[src/rtl/router_fsm.sv]
// Router control FSM: decodes the header address, sequences header/payload/parity
// loads into the selected output FIFO and stalls the source while it is full.
module router_fsm (
  input  logic       clock,
  input  logic       resetn,
  input  logic       pkt_valid,
  input  logic [1:0] data_in,
  input  logic       fifo_full,
  input  logic       fifo_empty_0,
  input  logic       fifo_empty_1,
  input  logic       fifo_empty_2,
  input  logic       soft_reset_0,
  input  logic       soft_reset_1,
  input  logic       soft_reset_2,
  input  logic       parity_done,
  input  logic       low_pkt_valid,
  output logic       write_enb_reg,
  output logic       detect_add,
  output logic       lfd_state,
  output logic       ld_state,
  output logic       laf_state,
  output logic       full_state,
  output logic       rst_int_reg,
  output logic       busy
);

  localparam logic [2:0] StDecodeAddress    = 3'd0;
  localparam logic [2:0] StLoadFirstData    = 3'd1;
  localparam logic [2:0] StWaitTillEmpty    = 3'd2;
  localparam logic [2:0] StLoadData         = 3'd3;
  localparam logic [2:0] StFifoFull         = 3'd4;
  localparam logic [2:0] StLoadAfterFull    = 3'd5;
  localparam logic [2:0] StLoadParity       = 3'd6;
  localparam logic [2:0] StCheckParityError = 3'd7;

  logic [2:0] state_q, state_d;
  logic [1:0] addr_q, addr_d;
  logic       empty_hdr;  // empty flag of the port named by the incoming header
  logic       empty_sel;  // empty flag of the latched port
  logic       soft_sel;   // timeout reset of the latched port

  // Select per-port flags by the incoming header and by the latched address.
  always_comb begin
    empty_hdr = 1'b0;
    empty_sel = 1'b0;
    soft_sel  = 1'b0;
    unique case (data_in)
      2'd0:    empty_hdr = fifo_empty_0;
      2'd1:    empty_hdr = fifo_empty_1;
      2'd2:    empty_hdr = fifo_empty_2;
      default: empty_hdr = 1'b0;
    endcase
    unique case (addr_q)
      2'd0:    begin empty_sel = fifo_empty_0; soft_sel = soft_reset_0; end
      2'd1:    begin empty_sel = fifo_empty_1; soft_sel = soft_reset_1; end
      2'd2:    begin empty_sel = fifo_empty_2; soft_sel = soft_reset_2; end
      default: begin empty_sel = 1'b0;         soft_sel = 1'b0;         end
    endcase
  end

  // Next-state and address-latch logic; a selected-port soft reset overrides all.
  always_comb begin
    state_d = state_q;
    addr_d  = addr_q;
    unique case (state_q)
      StDecodeAddress: begin
        // Address 3 is invalid: the header is dropped and addr is kept.
        if (pkt_valid && (data_in != 2'b11)) begin
          addr_d  = data_in;
          state_d = empty_hdr ? StLoadFirstData : StWaitTillEmpty;
        end
      end
      StWaitTillEmpty: if (empty_sel) state_d = StLoadFirstData;
      StLoadFirstData: state_d = StLoadData;
      StLoadData: begin
        if (fifo_full)       state_d = StFifoFull;
        else if (!pkt_valid) state_d = StLoadParity;
      end
      StFifoFull: if (!fifo_full) state_d = StLoadAfterFull;
      StLoadAfterFull: begin
        if (parity_done)        state_d = StDecodeAddress;
        else if (low_pkt_valid) state_d = StLoadParity;
        else                    state_d = StLoadData;
      end
      StLoadParity:       state_d = StCheckParityError;
      StCheckParityError: state_d = fifo_full ? StFifoFull : StDecodeAddress;
      default:            state_d = StDecodeAddress;
    endcase
    if (soft_sel) state_d = StDecodeAddress;
  end

  // State and address registers with asynchronous active-low reset.
  always_ff @(posedge clock or negedge resetn) begin
    if (!resetn) begin
      state_q <= StDecodeAddress;
      addr_q  <= 2'b00;
    end else begin
      state_q <= state_d;
      addr_q  <= addr_d;
    end
  end

  // Moore outputs decoded straight from the state register.
  always_comb begin
    detect_add    = (state_q == StDecodeAddress);
    lfd_state     = (state_q == StLoadFirstData);
    ld_state      = (state_q == StLoadData);
    laf_state     = (state_q == StLoadAfterFull);
    full_state    = (state_q == StFifoFull);
    rst_int_reg   = (state_q == StCheckParityError);
    write_enb_reg = (state_q == StLoadData) || (state_q == StLoadParity) ||
                    (state_q == StLoadAfterFull);
    busy          = !((state_q == StDecodeAddress) || (state_q == StLoadData));
  end

endmodule

[config.mk]
export PLATFORM = sky130hd
export DESIGN_NAME = router_fsm
export DESIGN_NICKNAME = d
export VERILOG_FILES = /design/src/rtl/router_fsm.sv
export SDC_FILE = /design/constraint.sdc
export NUM_CORES = 1
export LEC_CHECK = 0
export BUFFER_PORTS_ARGS = -buffer_cell sky130_fd_sc_hd__buf_2
export CAP_MARGIN = 10
export CORE_AREA = 2 2 39 41
export CTS_CLUSTER_DIAMETER = 100
export DETAILED_ROUTE_END_ITERATION = 10
export DIE_AREA = 0 0 41 43
export GPL_ROUTABILITY_DRIVEN = 0
export PLACE_DENSITY_LB_ADDON = 0.1
export SYNTH_ARGS = -nofsm -noshare
export SYNTH_HDL_FRONTEND = slang
export SYNTH_SLANG_ARGS = --single-unit
[constraint.sdc]
create_clock -name clock -period 4.2 [get_ports clock]
set_input_delay 0.21 -clock clock [delete_from_list [all_inputs] [get_ports clock]]
set_output_delay 0.21 -clock clock [all_outputs]
set_load 0.1 [all_outputs]
Word-level counts from Yosys, hierarchy flattened

Index checks and enable logic that the tools add are counted.
Widths: inputs -> output; s select.

Bits in writable memories: 0
Logic and storage cells: 42
Bits of input ports: 14
Flip-flop bits (word level): 5
Bits in latches: 0
Memories kept: 0
Memory bits (read-only): 0

$lt $le $gt $ge: 0
Shift operators: 0
Equal/unequal tests: 16
Divide/modulo/power cells: 0
Muxes and demuxes: 14
Add/subtract/negate cells: 0
Bitwise operators: 0
Multipliers: 0
Reductions and logical operators: 10

Operator list:

| kind               | number |
|---|---|
| $mux 3             | 9 |
| $pmux 3 s8         | 1 |
| $eq 3x3->1 const B | 4 |
| $pmux 1 s3         | 3 |
| $eq 3x2->1 const B | 2 |
| $eq 2x1->1 const B | 2 |
| $eq 2x2->1 const B | 2 |
| $logic_not 2->1    | 2 |
| $ne 4x3->1 const B | 1 |
| $reduce_and 4->1   | 1 |
| $eq 3x1->1 const B | 1 |
| $logic_not 3->1    | 1 |
| $logic_or 1x1->1   | 3 |
| $ne 3x1->1 const B | 1 |
| $ne 3x2->1 const B | 1 |
| $ne 3x3->1 const B | 1 |
| $mux 2             | 1 |
| $ne 2x2->1 const B | 1 |
| $reduce_and 2->1   | 1 |
| $logic_and 1x1->1  | 1 |
| $logic_not 1->1    | 1 |

Logic depth before layout (Yosys ltp)

Depth in word-level cells: 6
Mapped depth: 5
Mapped depth without buffers: 4

Least setup slack after synthesis

No wires, ideal clock.

Kind: register to output
Start: register state_q[0]
End: output busy
Stages on the path, launching flop included: 5
Path buffers: 1
Arrival time: 2.956 ns
Path slack: 1.034 ns
Cell sequence: dfrtp_1 buf_2 nand2_1 nor2_1 nor2_1

Cells in the longest elaborated chain, start to end: 3
Elaborated cells on any way between the ends: 4
Those cells by class: 1 x eq/ne; 3 x reduce/logical

RTL lines:

| item                   | RTL line | source |
|---|---|---|
| from (decl)            | 36       | `logic [2:0] state_q, state_d;` |
| from (signal assigned) | 95       | `state_q <= StDecodeAddress;` |
| from (signal assigned) | 98       | `state_q <= state_d;` |
| $eq 3x2->1             | --       |  |
| named net ld_state     | 20       | `output logic ld_state,` |
| $logic_or 1x1->1       | 113      | `busy = !((state_q == StDecodeAddress) \|\| (state_q == StLoadData));` |
| $logic_not 1->1        | 113      |  |
| to (decl)              | 24       | `output logic busy` |

The timed path passes the listed nets, and every way through them passes these cells.

Worst setup path after layout

Start: register state_q[1]
End: output write_enb_reg

Cells in the longest elaborated chain, start to end: 3
Elaborated cells on any way between the ends: 5
Those cells by class: 3 x eq/ne; 2 x reduce/logical

RTL lines:

| item                                     | RTL line | source |
|---|---|---|
| $eq 3x2->1 or $eq 3x3->1 (tied branches) | 111      | `write_enb_reg = (state_q == StLoadData) \|\| (state_q == StLoadParity) \|\|` |
| $logic_or 1x1->1                         | 111      |  |
| $logic_or 1x1->1 (*)                     | 111      |  |
| to (decl)                                | 17       | `output logic write_enb_reg,` |

Mark *: on every way between the ends. The rest lies on a longest branch, timed or not.

==> out/metrics.yaml <==
run_status:
  outcome: "complete, no violations"
worst_hold_path:
  worst_hold_path_type: "in2reg"
  hp-start: "data_in[0]"
routing:
  dr.pass1.iters: 4
  drc: 0
  wl_um: 1130
  vias: 480
  drtAntennaViolNets: 0
  wire_per_inst_um: 12.6
  via_per_inst: 5.33
  drtIter0Drc: 12
setup_path:
  worstSetupEndpoint: "write_enb_reg"
  critical_path.startpoint: "state_q[1]"
  reg2reg_slack_ns: 2.56
  worstSetupPathType: "reg2out"
  required_ns: 3.99
  timing.rr.start: "state_q[2]"
  reg2reg_to: "state_q[1]"
  arrival_ns: 1.70
  cp-end-kind: "primary output"
  path_max_fanout: 12
  start_kind: "register"
  reg2regPathDepth: 4
cts:
  clock_sinks: 5
  cts_setup_buffers: 0
  numCtsBuffers: 3
  cts_tree: "built"
  clk_latency_ns: 0.25
  h-tree-depth: 1
  cts_hold_buf: 1
  cts-resized-gates: 0
  cts_root_buf: "clkbuf_4"
  clkTransAtPathRegs_ns: 0.05
  clockBufferDepth: 2
synthesis:
  synth-simple-area-share_pct: 31.5
  synthCells: 51
  synth_top_area_cell: "dfrtp_1"
  ys_warn_count: 0
  yosys.area.top_type_share_pct: 28.1
  yosys_most_used_dff: "dfrtp_1"
  synthAdderAreaFrac_pct: 0
  synth_top_family_by_area: "simple AND/OR/NAND/NOR gates"
  synth_cell_types: 26
  syn_nets: 65
  muxShareOfSynthArea_pct: 6.74
  avgSynthCellArea_um2: 8.73
  synth-edff-count: 0
  synthTopCellsByArea: "dfrtp_1 28%, mux2i_1 6.7%, nand3b_1 6.7%"
  netlist_top_cells_count: "6 x nor2_1, 5 x dfrtp_1, 4 x nand2_1, 4 x nand3b_1"
  synth_area_um2: 445
  yosysMostFrequentCell: "nor2_1"
  yosysSeqAreaShare_pct: 28.1
  synth-compound-area-share_pct: 28.1
  ys_async_sr_fraction_pct: 100
  yosys_register_bits: 5
  synthXorXnorAreaFrac_pct: 1.97
die:
  io_pins: 22
  fp.dieW_um: 41
  initial_utilization_pct: 32.2
  die_area_um2: 1760
  rows: 14
  die_h_um: 43
  coreArea_um2: 1380
timing:
  slew_headroom_pct: 66.9
  fin_worst_skew_ns: 0.00320
  min_period_ns: 1.91
  worstMarginPinSlew_ns: 0.491
  finalMaxSlewViolations: 0
  rsz0062_at_grt: "no"
  min_period_over_period_pct: 45.4
  finalSetupViolations: 0
  finalHoldViolCount: 0
  fin_setup_tns_ns: 0
  max_freq_ghz: 0.524
place:
  hpwl_um: 861
  io_buffers: 21
global_routing:
  gr-total-overflow: 0
  grt_usage_pct: 15.2
  grt_pass1_vias: 408
  grt_max_degree: 14
  antenna_found_initial: 0
  grt_pass1_wl_um: 1790
final_layout:
  layout-drive-gt1-share_pct: 39.2
  nNetsFinal: 89
  multi_input_area_um2: 304
  fillers: 149
  seq_area_um2: 125
  syn2layout_area_growth_pct: 32.6
  num_antenna_cells: 0
run:
  drv_cap: 0
-- sequential cells by signal (all words and copies together) (netlist names) --
signal and flops:
addr_q 2, state_q 3
-- how the worst min path moves through the flow --
stage	endpoint	slack, ns	depth (start not counted)
final	addr_q[0]	0.27	2
after global routing	addr_q[0]	0.28	2
after CTS	addr_q[0]	0.27	2
after detailed placement	addr_q[0]	0.03	1
after global placement	addr_q[1]	0.03	1
after floorplan	addr_q[0]	-0.09	0
-- metal layers --
metal  vias to the layer above  wire, um  GRT usage (%)
met5                         -         0              0
li1                        239         -              -
met4                         0        14           8.00
met2                        17       504           20.9
met1                       222       525           20.3
met3                         2        84           4.71
-- cell type report --
| cell class | instances | share of cell area, % |
|---|---|---|
| multi-input cells | 43 | 51.5 |
| flip-flops and latches | 5 | 21.2 |
| repair buffers | 22 | 19.5 |
| clock buffers | 4 | 4.45 |
| well taps | 16 | 3.39 |
-- cell families (layout without fill, tap and decap cells) --
family,Yosys count,after routing
XOR/XNOR,1,1
flip-flops,5,5
AND/OR/NAND/NOR,22,22
multiplexers,3,3
AO/OA/AOI/OAI,17,17
buffers and inverters,3,26
-- worst max-delay path, stage by stage, from the launching register on --
cell	delay (ns)
dfrtp_1	0.57
nand2_1	0.11
nor2_1	0.23
a21o_1	0.11
buf_2	0.41
-- metrics by stage --
| step | hold WS [ns] | cells | utilization (%) | instance area, um2 | worst slack (ns) |
|---|---|---|---|---|---|
| 2_1_floorplan | -0.0856 | 51 | - | 445 | 1.03 |
| 3_3_place_gp | 0.0330 | 85 | 40.1 | 554 | 2.56 |
| 3_5_place_dp | 0.0336 | 85 | 40.1 | 554 | 2.57 |
| 4_1_cts | 0.267 | 90 | 42.7 | 591 | 2.30 |
| 5_1_grt | 0.282 | 90 | 42.7 | 591 | 2.19 |
| 6_report | 0.272 | 90 | 42.7 | 591 | 2.29 |
-- cell usage in the layout, fill, tap and decap left out --
| cell | n |
|---|---|
| o221ai_1 | 1 |
| o2bb2ai_1 | 1 |
| a21oi_1 | 3 |
| a22o_1 | 1 |
| o21ai_0 | 3 |
| xor2_1 | 1 |
| dlygate4sd3_1 | 1 |
| nand3b_1 | 4 |
| o211ai_1 | 1 |
| buf_2 | 21 |
| nor3b_1 | 1 |
| and3b_1 | 2 |
| a21bo_2 | 2 |
| nor2_1 | 6 |
| o21bai_1 | 1 |
| nor3b_2 | 2 |
| clkbuf_4 | 3 |
| nor3_2 | 1 |
| nand2_1 | 4 |
| a21o_1 | 1 |
| mux2i_1 | 3 |
| o22a_1 | 2 |
| clkbuf_1 | 1 |
| nand2b_1 | 1 |
| a311oi_1 | 1 |
| dfrtp_1 | 5 |
| and3_1 | 1 |
Power is left out: the tool's default activity adds up to more than one toggle a clock period on the data nets, which glitch-free logic cannot reach.
